**src/rtl/mul_pkg.sv**
```systemverilog
// -----------------------------------------------------------------------------
// mul_pkg
//   Shared types and sizing for the iterative radix-4 Booth multiplier.
//   - mul_state_e   : control FSM states (IDLE / BUSY / DONE)
//   - booth_digit_e : recoded Booth digit, encoded directly as {neg, one, two}
//   - N_DIGITS, EXT_W, CNT_W : sizing for the default 32-bit build
//   - booth_digit() : radix-4 recoding of one overlapping 3-bit window
//   - mul_n_digits(), mul_cnt_w() : the same sizing for any even WIDTH
// -----------------------------------------------------------------------------
package mul_pkg;

   localparam int MUL_WIDTH = 32;
   localparam int EXT_W     = MUL_WIDTH + 2;
   localparam int N_DIGITS  = EXT_W / 2;
   localparam int CNT_W     = $clog2(N_DIGITS + 1);

   typedef enum logic [1:0] {
      MUL_IDLE,
      MUL_BUSY,
      MUL_DONE
   } mul_state_e;

   // Encoding is the {neg, one, two} control word, so no extra decode is needed.
   typedef enum logic [2:0] {
      BD_ZERO = 3'b000,
      BD_POS1 = 3'b010,
      BD_POS2 = 3'b001,
      BD_NEG1 = 3'b110,
      BD_NEG2 = 3'b101
   } booth_digit_e;

   // Window is {b[2i+1], b[2i], b[2i-1]}.
   function automatic booth_digit_e booth_digit(input logic [2:0] bits);
      booth_digit_e d;
      unique case (bits)
         3'b001, 3'b010: d = BD_POS1;
         3'b011:         d = BD_POS2;
         3'b100:         d = BD_NEG2;
         3'b101, 3'b110: d = BD_NEG1;
         default:        d = BD_ZERO;  // 000 and 111
      endcase
      return d;
   endfunction

   function automatic int mul_n_digits(input int width);
      return (width + 2) / 2;
   endfunction

   function automatic int mul_cnt_w(input int width);
      return $clog2(mul_n_digits(width) + 1);
   endfunction

endpackage

```
**src/rtl/booth_enc.sv**
```systemverilog
// -----------------------------------------------------------------------------
// booth_enc
//   Combinational radix-4 Booth recoder for one digit.
//   Ports:
//     bits  in  3  overlapping multiplier window {b[2i+1], b[2i], b[2i-1]}
//     neg   out 1  partial product is subtracted
//     one   out 1  partial product magnitude is 1x multiplicand
//     two   out 1  partial product magnitude is 2x multiplicand
// -----------------------------------------------------------------------------
module booth_enc
   import mul_pkg::*;
(
   input  logic [2:0] bits,
   output logic       neg,
   output logic       one,
   output logic       two
);

   booth_digit_e digit;

   assign digit            = booth_digit(bits);
   assign {neg, one, two}  = digit;

endmodule

```
**src/rtl/booth_mul.sv**
```systemverilog
// -----------------------------------------------------------------------------
// booth_mul
//   Iterative radix-4 Booth multiplier for MULT/MULTU. One Booth digit is
//   retired per cycle; the ALU holds start high until ready pulses.
//   Ports:
//     clk     in   1        core clock
//     rst     in   1        synchronous, active-high reset
//     a       in   WIDTH    multiplicand
//     b       in   WIDTH    multiplier (Booth-recoded operand)
//     sign    in   1        1 = signed (MULT), 0 = unsigned (MULTU)
//     start   in   1        level request; dropping it while busy aborts
//     result  out  2*WIDTH  product {hi, lo}, held until the next completion
//     ready   out  1        one-cycle pulse, result valid this cycle
//   Build option:
//     MUL_EARLY_TERM_EN  finish as soon as all remaining digits are zero.
//                        Undefined: fixed latency of N_DIGITS+1 cycles.
// -----------------------------------------------------------------------------
module booth_mul
   import mul_pkg::*;
#(
   parameter int WIDTH = 32
) (
   input  logic                 clk,
   input  logic                 rst,
   input  logic [WIDTH-1:0]     a,
   input  logic [WIDTH-1:0]     b,
   input  logic                 sign,
   input  logic                 start,
   output logic [2*WIDTH-1:0]   result,
   output logic                 ready
);

   localparam int PW = 2 * WIDTH;           // product / accumulator width
   localparam int XW = WIDTH + 2;           // extended operand width
   localparam int ND = mul_n_digits(WIDTH);
   localparam int CW = mul_cnt_w(WIDTH);

   mul_state_e        state;
   logic [PW-1:0]     acc;
   logic [PW-1:0]     mcand;                // pre-shifted to the current digit weight
   logic [XW:0]       mplr;                 // {ext(b), q-1}, consumed from the bottom
   logic [CW-1:0]     count;

   logic [PW-1:0]     a_ext;
   logic [XW-1:0]     b_ext;
   logic              neg, one, two;
   logic [PW-1:0]     pp;
   logic [PW-1:0]     acc_next;
   logic [XW:0]       mplr_next;
   logic              last_digit;
   logic              rest_zero;
   logic              finish;

   // Sign/zero extension; mcand is widened to the full product width so the
   // left shifts never lose weight that still lands inside the product.
   assign a_ext = sign ? {{(PW-WIDTH){a[WIDTH-1]}}, a} : {{(PW-WIDTH){1'b0}}, a};
   assign b_ext = sign ? {{2{b[WIDTH-1]}}, b}         : {2'b00, b};

   booth_enc u_enc (
      .bits (mplr[2:0]),
      .neg  (neg),
      .one  (one),
      .two  (two)
   );

   // NOTE: every always_comb output gets a value on every path, otherwise a latch is inferred.
   always_comb begin
      pp = '0;
      if (two)
         pp = {mcand[PW-2:0], 1'b0};
      else if (one)
         pp = mcand;
      acc_next = neg ? (acc - pp) : (acc + pp);
   end

   assign mplr_next  = {{2{mplr[XW]}}, mplr[XW:2]};
   assign last_digit = (count == CW'(ND - 1));

`ifdef MUL_EARLY_TERM_EN
   // Post-shift window (including q-1) all equal means every remaining digit is zero.
   assign rest_zero = (&mplr_next[XW-1:0]) | ~(|mplr_next[XW-1:0]);
`else
   assign rest_zero = 1'b0;
`endif

   assign finish = last_digit | rest_zero;

   // NOTE: sequential state uses non-blocking assignments so every register samples pre-edge values.
   always_ff @(posedge clk) begin
      if (rst) begin
         state  <= MUL_IDLE;
         ready  <= 1'b0;
         result <= '0;
         acc    <= '0;
         mcand  <= '0;
         mplr   <= '0;
         count  <= '0;
      end else begin
         unique case (state)
            MUL_IDLE: begin
               if (start) begin
                  mcand <= a_ext;
                  mplr  <= {b_ext, 1'b0};
                  acc   <= '0;
                  count <= '0;
                  state <= MUL_BUSY;
               end
            end

            MUL_BUSY: begin
               if (!start) begin
                  // Annulled by the pipeline: drop the op, keep the old result.
                  state <= MUL_IDLE;
               end else begin
                  acc   <= acc_next;
                  mcand <= {mcand[PW-3:0], 2'b00};
                  mplr  <= mplr_next;
                  count <= count + CW'(1);
                  if (finish) begin
                     result <= acc_next;
                     ready  <= 1'b1;
                     state  <= MUL_DONE;
                  end
               end
            end

            MUL_DONE: begin
               ready <= 1'b0;
               state <= MUL_IDLE;
            end

            default: begin
               ready <= 1'b0;
               state <= MUL_IDLE;
            end
         endcase
      end
   end

endmodule

```
**config.mk**
```make
export PLATFORM = sky130hd
export DESIGN_NAME = booth_mul
export DESIGN_NICKNAME = d
export VERILOG_FILES = /design/src/rtl/mul_pkg.sv /design/src/rtl/booth_enc.sv /design/src/rtl/booth_mul.sv
export SDC_FILE = /design/constraint.sdc
export NUM_CORES = 1
export LEC_CHECK = 0
export ABC_AREA = 1
export CAP_MARGIN = 10
export CORE_MARGIN = 8
export CORE_UTILIZATION = 35
export CTS_CLUSTER_DIAMETER = 120
export DETAILED_ROUTE_END_ITERATION = 8
export DONT_BUFFER_PORTS = 1
export MAX_ROUTING_LAYER = met4
export PLACE_DENSITY = 0.46
export RECOVER_POWER = 25
export SYNTH_ARGS = -nofsm -noshare
export SYNTH_HDL_FRONTEND = slang
export SYNTH_SLANG_ARGS = --single-unit
export TNS_END_PERCENT = 1
```
**constraint.sdc**
```tcl
create_clock -name clk -period 4.34 [get_ports clk]
set_clock_uncertainty 0.1 [all_clocks]
set_input_delay 0.868 -clock clk [delete_from_list [all_inputs] [get_ports clk]]
set_output_delay 0.868 -clock clk [all_outputs]
set_load 0.1 [all_outputs]
```
### Yosys cells after proc, flatten, opt, wreduce, memory -nomap -nowiden

Cells that the tools add are included.
W data, S select, Z words.

* output and inout port bits: 65
* word-level logic and storage cells: 59
* input port bits: 68
* register bits after elaboration: 235

* equality and inequality tests: 12
* multiplexer cells: 25
* bitwise gates (word level): 2
* reduce and logical (&&, ||, !) cells: 9
* $add $sub $neg: 3

Operators by type and width (number)
* $mux W64: 8
* $pmux W64 S2: 2
* $pmux W35 S2: 1
* $mux W34: 2
* $add A64 B64 Y64: 1
* $sub A64 B64 Y64: 1
* $mux W35: 1
* $pmux W3 S4: 1
* $reduce_and A3 Y1: 4
* $mux W5: 2
* $pmux W5 S2: 1
* $eq A3 B3 Y1 const B: 3
* $eq A3 B2 Y1 const B: 2
* $mux W2: 3
* $ne A2 B2 Y1 const B: 3
* $add A5 B1 Y5 const B: 1
* $eq A5 B5 Y1 const B: 1
* $pmux W2 S2: 1
* $reduce_or A2 Y1: 2
* $eq A3 B1 Y1 const B: 1
* $ne A3 B3 Y1 const B: 1
* $eq A2 B1 Y1 const B: 1
* $logic_not A2 Y1: 1
* $mux W1: 2
* 4 further kinds: 5

### Logic depth before layout (Yosys ltp)

Gate-level depths: netlist of run 1.

* depth in word-level cells: 9
* depth in mapped cells: 35
* mapped depth without buffers: 34

### Cells and area by module

A second synthesis of run 1 with hierarchy kept.

* cells, all modules: 2737
* area total of the unflattened synthesis: 16903.7 µm²

By module, submodules not included
* booth_mul: cells each 2728, times used 1, seq. area each 4704.5 µm², area each 16866.2 µm²
* booth_enc: cells each 9, times used 1, seq. area each 0.0 µm², area each 37.5 µm²

### Worst setup path after synthesis of run 1

No wires, ideal clock.

* path kind: reg-to-reg
* start point: register mplr[0]
* end point: register result[45]
* library setup time: 118 ps
* data arrival time: 3566 ps
* setup slack: 556 ps
* path buffers: 2
* period minus slack after synthesis: 3784 ps
* stages on the path, launching flop included: 30
* data required time: 4122 ps
* cell sequence: dfxtp_1 nor2_1 nor2_4 buf_6 buf_6 nand2_1 nand2_1 nor2_1 nand2_1 inv_2 nand4_2 nor2_4 nand2_2 nor2_4 nand2_1 nand3_1 nand2_1 ha_1 inv_1 o21bai_1 a21boi_0 o21ai_0 o21bai_1 inv_1 nand3_1 or2_2 nand2_1 nand2_1 o211ai_1 inv_1

* word-level cells in the longest chain between the ends: 7
* elaborated cells between the ends (all ways): 14
* classes of those cells: add/sub: 2; eq/ne: 6; mux: 4; reduce/logical: 2

RTL lines
* start: declaration: RTL line booth_mul.sv:41 `logic [XW:0] mplr;`
* start signal: assignment: RTL line booth_mul.sv:103 `mplr <= {b_ext, 1'b0};`
* start signal: assignment: RTL line booth_mul.sv:117 `mplr <= mplr_next;`
* $eq A3 B3 Y1, or another cell as far along: RTL line mul_pkg.sv:35 `unique case (bits)`
* $reduce_or A2 Y1: RTL line mul_pkg.sv:35
* $pmux W3 S4 (*): RTL line mul_pkg.sv:35
* $mux W64: RTL line booth_mul.sv:71 `else if (one)`
* $mux W64: RTL line booth_mul.sv:69 `if (two)`
* $add A64 B64 Y64 / $sub A64 B64 Y64 (equally long branches): RTL line booth_mul.sv:73 `acc_next = neg ? (acc - pp) : (acc + pp);`
* $mux W64 (*): RTL line booth_mul.sv:73
* end signal: assignment: RTL line booth_mul.sv:120 `result <= acc_next;`
* end: declaration: RTL line booth_mul.sv:29 `output logic [2*WIDTH-1:0] result,`

Mark *: on every way between the ends. The rest lies on a longest branch, timed or not.
A chain may end at the register's enable or synchronous reset.

### Worst setup path in the final report of run 1

* start point: register mplr[1]
* end point: register result[61]

Same word-level chain as after synthesis.

==> flow_summary.yaml, run 1 <==
logic_synthesis:
  synth_common_cells: "nand2_1 (561), inv_1 (330), nor2_1 (324), a21oi_1 (254), dfxtp_1 (235)"
  yosys_warnings: 0
  syn_area_mm2: 0.0165
  ys_ff_latch: 235
  synth-seq-area-share: 0.286
  synth.avg_cell_area_um2: 6.24
  synthFlopType: "dfxtp_1"
  syn-num-nets: 2774
  yosysMostFrequentCell: "nand2_1"
  yosys.area.top_type: "dfxtp_1"
  syn_inst: 2639
  synth_cell_types: 50
  synthTopCellsByArea: "dfxtp_1 (29%), nand2_1 (13%), a21oi_1 (7.7%), inv_1 (7.5%), nor2_1 (7.4%)"
  postSynth.asyncResetShare: 0
  synth_top_area_frac: 0.286
  synth_edf_count: 0
clocking:
  clk_pin_slew_ps: 60
  clockBufferDepth: 3
  cts_tree: "yes"
  root_buffer: "clkbuf_16"
  cts_max_level: 1
  ctsHoldBuffers: 0
  clock-sinks: 235
  worst_skew_pair.late_latency_ps: 580
  numCtsBuffers: 29
setup_path:
  start_kind: "flip-flop"
  required_ps: 4700
  worst_ep_arrival_time_ps: 4730
  path_max_fanout: 6
  critPathKind: "reg2reg"
  crit_top_cell: "nand2_2"
  max_stage_delay_ps: 390
  cp-end-kind: "flip-flop"
  cp_slowest_cell: "dfxtp_4"
detailed_routing:
  drc: 0
  vias_per_cell: 5.02
  routed_wl_mm: 64.0
  vias: 18500
  dr.pass1.iters: 8
  postRouteAntennaNets: 0
  first_iter_violations: 1212
  routedWlPerCell_um: 17.3
cells_and_area:
  area_delta_synth_final_pct: 41.1
  nFillCells: 4847
  fin_nets: 3196
  drive_above_1_share: 0.297
  fin_area_mm2: 0.0232
  final_cells: 3689
  diodes: 0
sta:
  min_period_ps: 4370
  hold_violations: 0
  fin_ws_ps: -33.5
  slew_headroom: -0.564
  rsz0062_at_grt: "yes"
  max_freq_mhz: 229
  maxSlewViolCount: 208
  setup_viol: 1
  min_period_over_period: 1.01
  worst_slew_pin_slew_ps: 2350
floorplan:
  rows: 79
  core_mm2: 0.0465
  fp.dieH_um: 233
  die_w_um: 233
  io_pins: 133
  start_util: 0.355
  dieArea_mm2: 0.0543
global_route:
  grt_overflow: 0
  grt_pass1_wl_mm: 98.6
  grt_pass1_vias: 17700
  grt_max_degree: 208
  antenna_found_initial: 0
  globalRouteTotalUtil: 0.234
place:
  gp_congestion: 0.973
  dp_hpwl_mm: 48.9
  dp_cells: 3611
  post_dp_cell_area_mm2: 0.0205
  io_buffers: 0
status:
  violations: "capacitance limit, slew limit, setup timing"
  status: "finished, violations left"
min_path:
  hold_class: "in2reg"
flow_run:
  max-cap-violations: 1
power_and_ir_drop:
  power_leakage_nw: 11.0
  ir_drop_mv: 0.303
  power_density_mw_per_mm2: 331
[layout by cell type (no fill, tap or decap), types with 8 or more instances in the layout]
| cell | n |
|---|---|
| nand2_1 | 505 |
| buf_4 | 488 |
| inv_1 | 308 |
| nor2_1 | 246 |
| dfxtp_1 | 232 |
| a21oi_1 | 207 |
| o21ai_0 | 157 |
| nand3_1 | 145 |
| nor2_2 | 69 |
| nand2_2 | 57 |
| nor3_1 | 56 |
| xor2_1 | 47 |
| a21oi_2 | 44 |
| ha_1 | 42 |
| o31ai_1 | 38 |
| o21ai_1 | 36 |
| clkbuf_16 | 31 |
| inv_2 | 24 |
| o21ai_2 | 23 |
| nor2_4 | 22 |
| ha_4 | 21 |
| xnor2_1 | 20 |
| nand4_1 | 19 |
| a21o_1 | 19 |
| o211ai_1 | 19 |
| nand3_2 | 16 |
| o21bai_1 | 10 |
| buf_6 | 10 |
| nand2_4 | 8 |
| xor2_2 | 8 |
| a31oi_1 | 8 |
[area by class of cell]
type,instances,area [um2],area share
clock buffer,38,790,0.0340
tap,607,759,0.0327
clock inverter,14,184,0.00791
sequential,235,4720,0.203
timing repair buffer,506,3920,0.169
inverter,337,1270,0.0548
multi-input combinational,1952,11600,0.499
[power breakdown]
part	switching, mW	internal (mW)
clock	0.984	1.51
sequential	0.0743	2.25
combinational	1.61	1.26
total	2.67	5.02
[metal layers]
layer  up-vias  global-route usage  share of wire
met2       386               0.370           0.46
met4         0              0.0592          0.025
met3        66              0.0281          0.053
met1      8549               0.315           0.47
li1       9521                   -              -
met5         -                   -              0
[through the flow]
stage	power, mW	setup WS [ps]	hold WS, ps	util	setup TNS, ps
after floorplan	3.68	556	324	-	0
final	7.69	-33.5	285	0.500	-33.5
after detailed placement	4.88	-590	343	0.441	-17770
after CTS	7.51	-140	229	0.472	-1820
after global placement	4.87	-540	336	0.441	-14050
after global routing	8.15	-283	262	0.500	-10410
[critical path, delay by kind of cell (launching register included)]
family / cells / cell delay, ps
adders and majority gates: 1 / 320
DFF: 1 / 390
buffers and inverters: 10 / 1070
AOI/OAI and AO/OA: 3 / 300
and+or+nand+nor: 21 / 2070
[flip-flops by register name, indices dropped and copies added (netlist names)]
register / flops
acc: 64
count: 5
mcand: 64
mplr: 35
ready: 1
result: 64
state: 2
[path summary, 6_finish.rpt]
path,start,endpoint,slack [ps],cells after the start
max reg2reg,mplr[1],result[61],-30,35
max,mplr[1],result[61],-30,35
min,rst,acc[6],290,1
min reg2reg,mplr[5],mplr[3],350,2
[repair_timing]
action | in CTS | in global routing
pin swaps | 17 | 99
endpoints found under the setup margin | 69 | 90
hold endpoints to repair | 0 | 0
resized for setup | 118 | 322
buffers inserted | 9 | 13
gates cloned | 0 | 4
[logic make-up after synthesis]
kind of cell | after synthesis | share of synthesized area
buf+inv | 454 | 0.106
fa+ha+maj | 67 | 0.0514
flops | 235 | 0.286
compound gates | 614 | 0.210
simple gates | 1188 | 0.304
xor+xnor | 81 | 0.0431
Power figures use the tool's default switching activity.
==> inputs of run 2 (changes only) <==
PLACE_DENSITY = 0.48   (was 0.46)
clock period = 3.6 ns   (was 4.34 ns; I/O delays follow)
==> flow_summary.yaml, run 2 (synthesized netlist as in run 1, its figures left out) <==
cells_and_area:
  drive_above_1_share: 0.311
  final_cells: 3800
  area_delta_synth_final_pct: 46.0
  final_common_cell: "buf_4"
  layout_common_cells: "buf_4 (601), nand2_1 (522), inv_1 (311)"
  fin_nets: 3307
  top_regs: "acc (64), mcand (64), result (64)"
  nFillCells: 4788
  diodes: 0
detailed_routing:
  dr.pass1.iters: 5
  first_iter_violations: 1072
  drc: 0
  vias_per_cell: 4.98
  postRouteAntennaNets: 0
  routed_wl_mm: 64.6
  routedWlPerCell_um: 17.0
  vias: 18900
clocking:
  numCtsBuffers: 29
  root_buffer: "clkbuf_16"
  clockBufferDepth: 3
  clock-sinks: 235
  worst_skew_pair.late_latency_ps: 590
  cts_max_level: 1
  clk_pin_slew_ps: 60
  cts_tree: "yes"
sta:
  setup_viol: 102
  min_period_over_period: 1.21
  slew_headroom: -0.388
  maxSlewViolCount: 118
  holdWs_ps: 120
  tns_ps: -47930
  hold_violations: 0
  rsz0062_at_grt: "yes"
  min_period_ps: 4370
  worst_slew_pin_slew_ps: 2080
  fin_ws_ps: -767
  max_freq_mhz: 229
setup_path:
  worst-path-buf-inv: 11
  cp-end-kind: "flip-flop"
  critPathKind: "reg2reg"
  path_max_fanout: 5
  reg2reg_from: "mplr[1]"
  reg2reg_depth: 31
  r2r_end: "result[60]"
  r2r_setup_slack_ps: -770
  crit_family: "simple AND/OR/NAND/NOR gates"
  cp_slowest_cell: "dfxtp_4"
  max_stage_delay_ps: 370
  required_ps: 3980
  worst_ep_arrival_time_ps: 4750
  start_kind: "flip-flop"
global_route:
  antenna_found_initial: 0
  globalRouteTotalUtil: 0.239
  grt_pass1_vias: 18500
  grt_pass1_wl_mm: 101
  grt_overflow: 0
  grt_max_degree: 152
power_and_ir_drop:
  pwr-share-clk: 0.316
  intPower_mw: 6.25
  ir_drop_mv: 0.365
  power_leakage_nw: 11.6
  p_comb_frac: 0.392
  power.switching_mw: 3.31
  p_sw_frac: 0.346
  power_density_mw_per_mm2: 398
  power_mw: 9.56
  seq_power_share: 0.292
floorplan:
  die_w_um: 233
  start_util: 0.355
  io_pins: 133
  dieArea_mm2: 0.0543
  rows: 79
  fp.dieH_um: 233
  core_mm2: 0.0465
status:
  violations: "capacitance limit, slew limit, setup timing"
  status: "finished, violations left"
min_path:
  whs_endpoint: "acc[0]"
  min_from: "rst"
  hold_class: "in2reg"
  hold_depth: 1
flow_run:
  max-cap-violations: 1
place:
  dp_slack_ps: -1040
  gp_congestion: 0.943
  io_buffers: 0
  dp_hpwl_mm: 49.6
  dp_cells: 3724
-- run 2: changes by cell type in the layout (fill, tap and decap cells not counted), moves of 5 or more --
cell	previous run	this run
buf_4	488	601
nor2_2	69	51
nand2_1	505	522
nor2_1	246	260
nand2_2	57	44
buf_12	4	13
buf_6	10	3
a21oi_2	44	38
o21ai_1	36	42
ha_1	42	37
o21ai_2	23	18
-- run 2: worst max-delay path by stage --
stage	depth (start not counted)	end	slack [ps]	startpoint
detailed placement	29	result[58]	-1040	mplr[0]
global placement	27	result[60]	-1030	mplr[0]
floorplan	28	result[53]	-110	mplr[0]
global route	31	acc[43]	-1000	mplr[1]
CTS	33	result[61]	-730	mplr[1]
finish	31	result[60]	-770	mplr[1]
-- run 2: repair_timing --
item,in CTS,in global routing
endpoints found under the setup margin,105,115
hold buffers,0,0
setup buffers,17,7
gates resized for setup,237,149
endpoints found under the hold margin,0,0
pin swaps,52,52
-- run 2: cell type report --
cell class	count	area [um2]	area share
Clock inverter	12	154	0.00640
Sequential cell	235	4710	0.196
Multi-Input combinational cell	1950	11500	0.479
Clock buffer	40	817	0.0340
Timing Repair Buffer	619	4810	0.200
Inverter	337	1270	0.0527
Tap cell	607	759	0.0316
-- run 2: through the flow --
stage / utilization / instance area, um2
5_1_grt: 0.518 / 24100
2_1_floorplan: - / 16500
4_1_cts: 0.505 / 23500
3_3_place_gp: 0.461 / 21400
3_5_place_dp: 0.461 / 21400
6_report: 0.518 / 24100
-- run 2: worst register-to-register path: cells and delay by family (launching register included) --
kind / cells / cell delay, ps
AO/OA/AOI/OAI: 4 / 570
flip-flops: 1 / 370
adder cells (fa/ha/maj): 1 / 370
buffers and inverters: 11 / 1210
XOR/XNOR: 1 / 180
AND/OR/NAND/NOR: 14 / 1460
-- run 2: power groups by stage --
stage | sequential [mW] | clock, mW | combinational, mW
after floorplan | 2.82 | 0 | 1.62
after CTS | 2.79 | 3.11 | 3.59
after global routing | 2.80 | 3.21 | 4.10
final | 2.79 | 3.02 | 3.75
after detailed placement | 2.84 | 0 | 3.32
after global placement | 2.84 | 0 | 3.30
-- run 2: per-layer routing --
metal / vias to the layer above / global-route usage / share of wire
met5: - / - / 0
met2: 372 / 0.379 / 0.44
li1: 9728 / - / -
met4: 0 / 0.0747 / 0.032
met3: 96 / 0.0308 / 0.047
met1: 8722 / 0.315 / 0.48
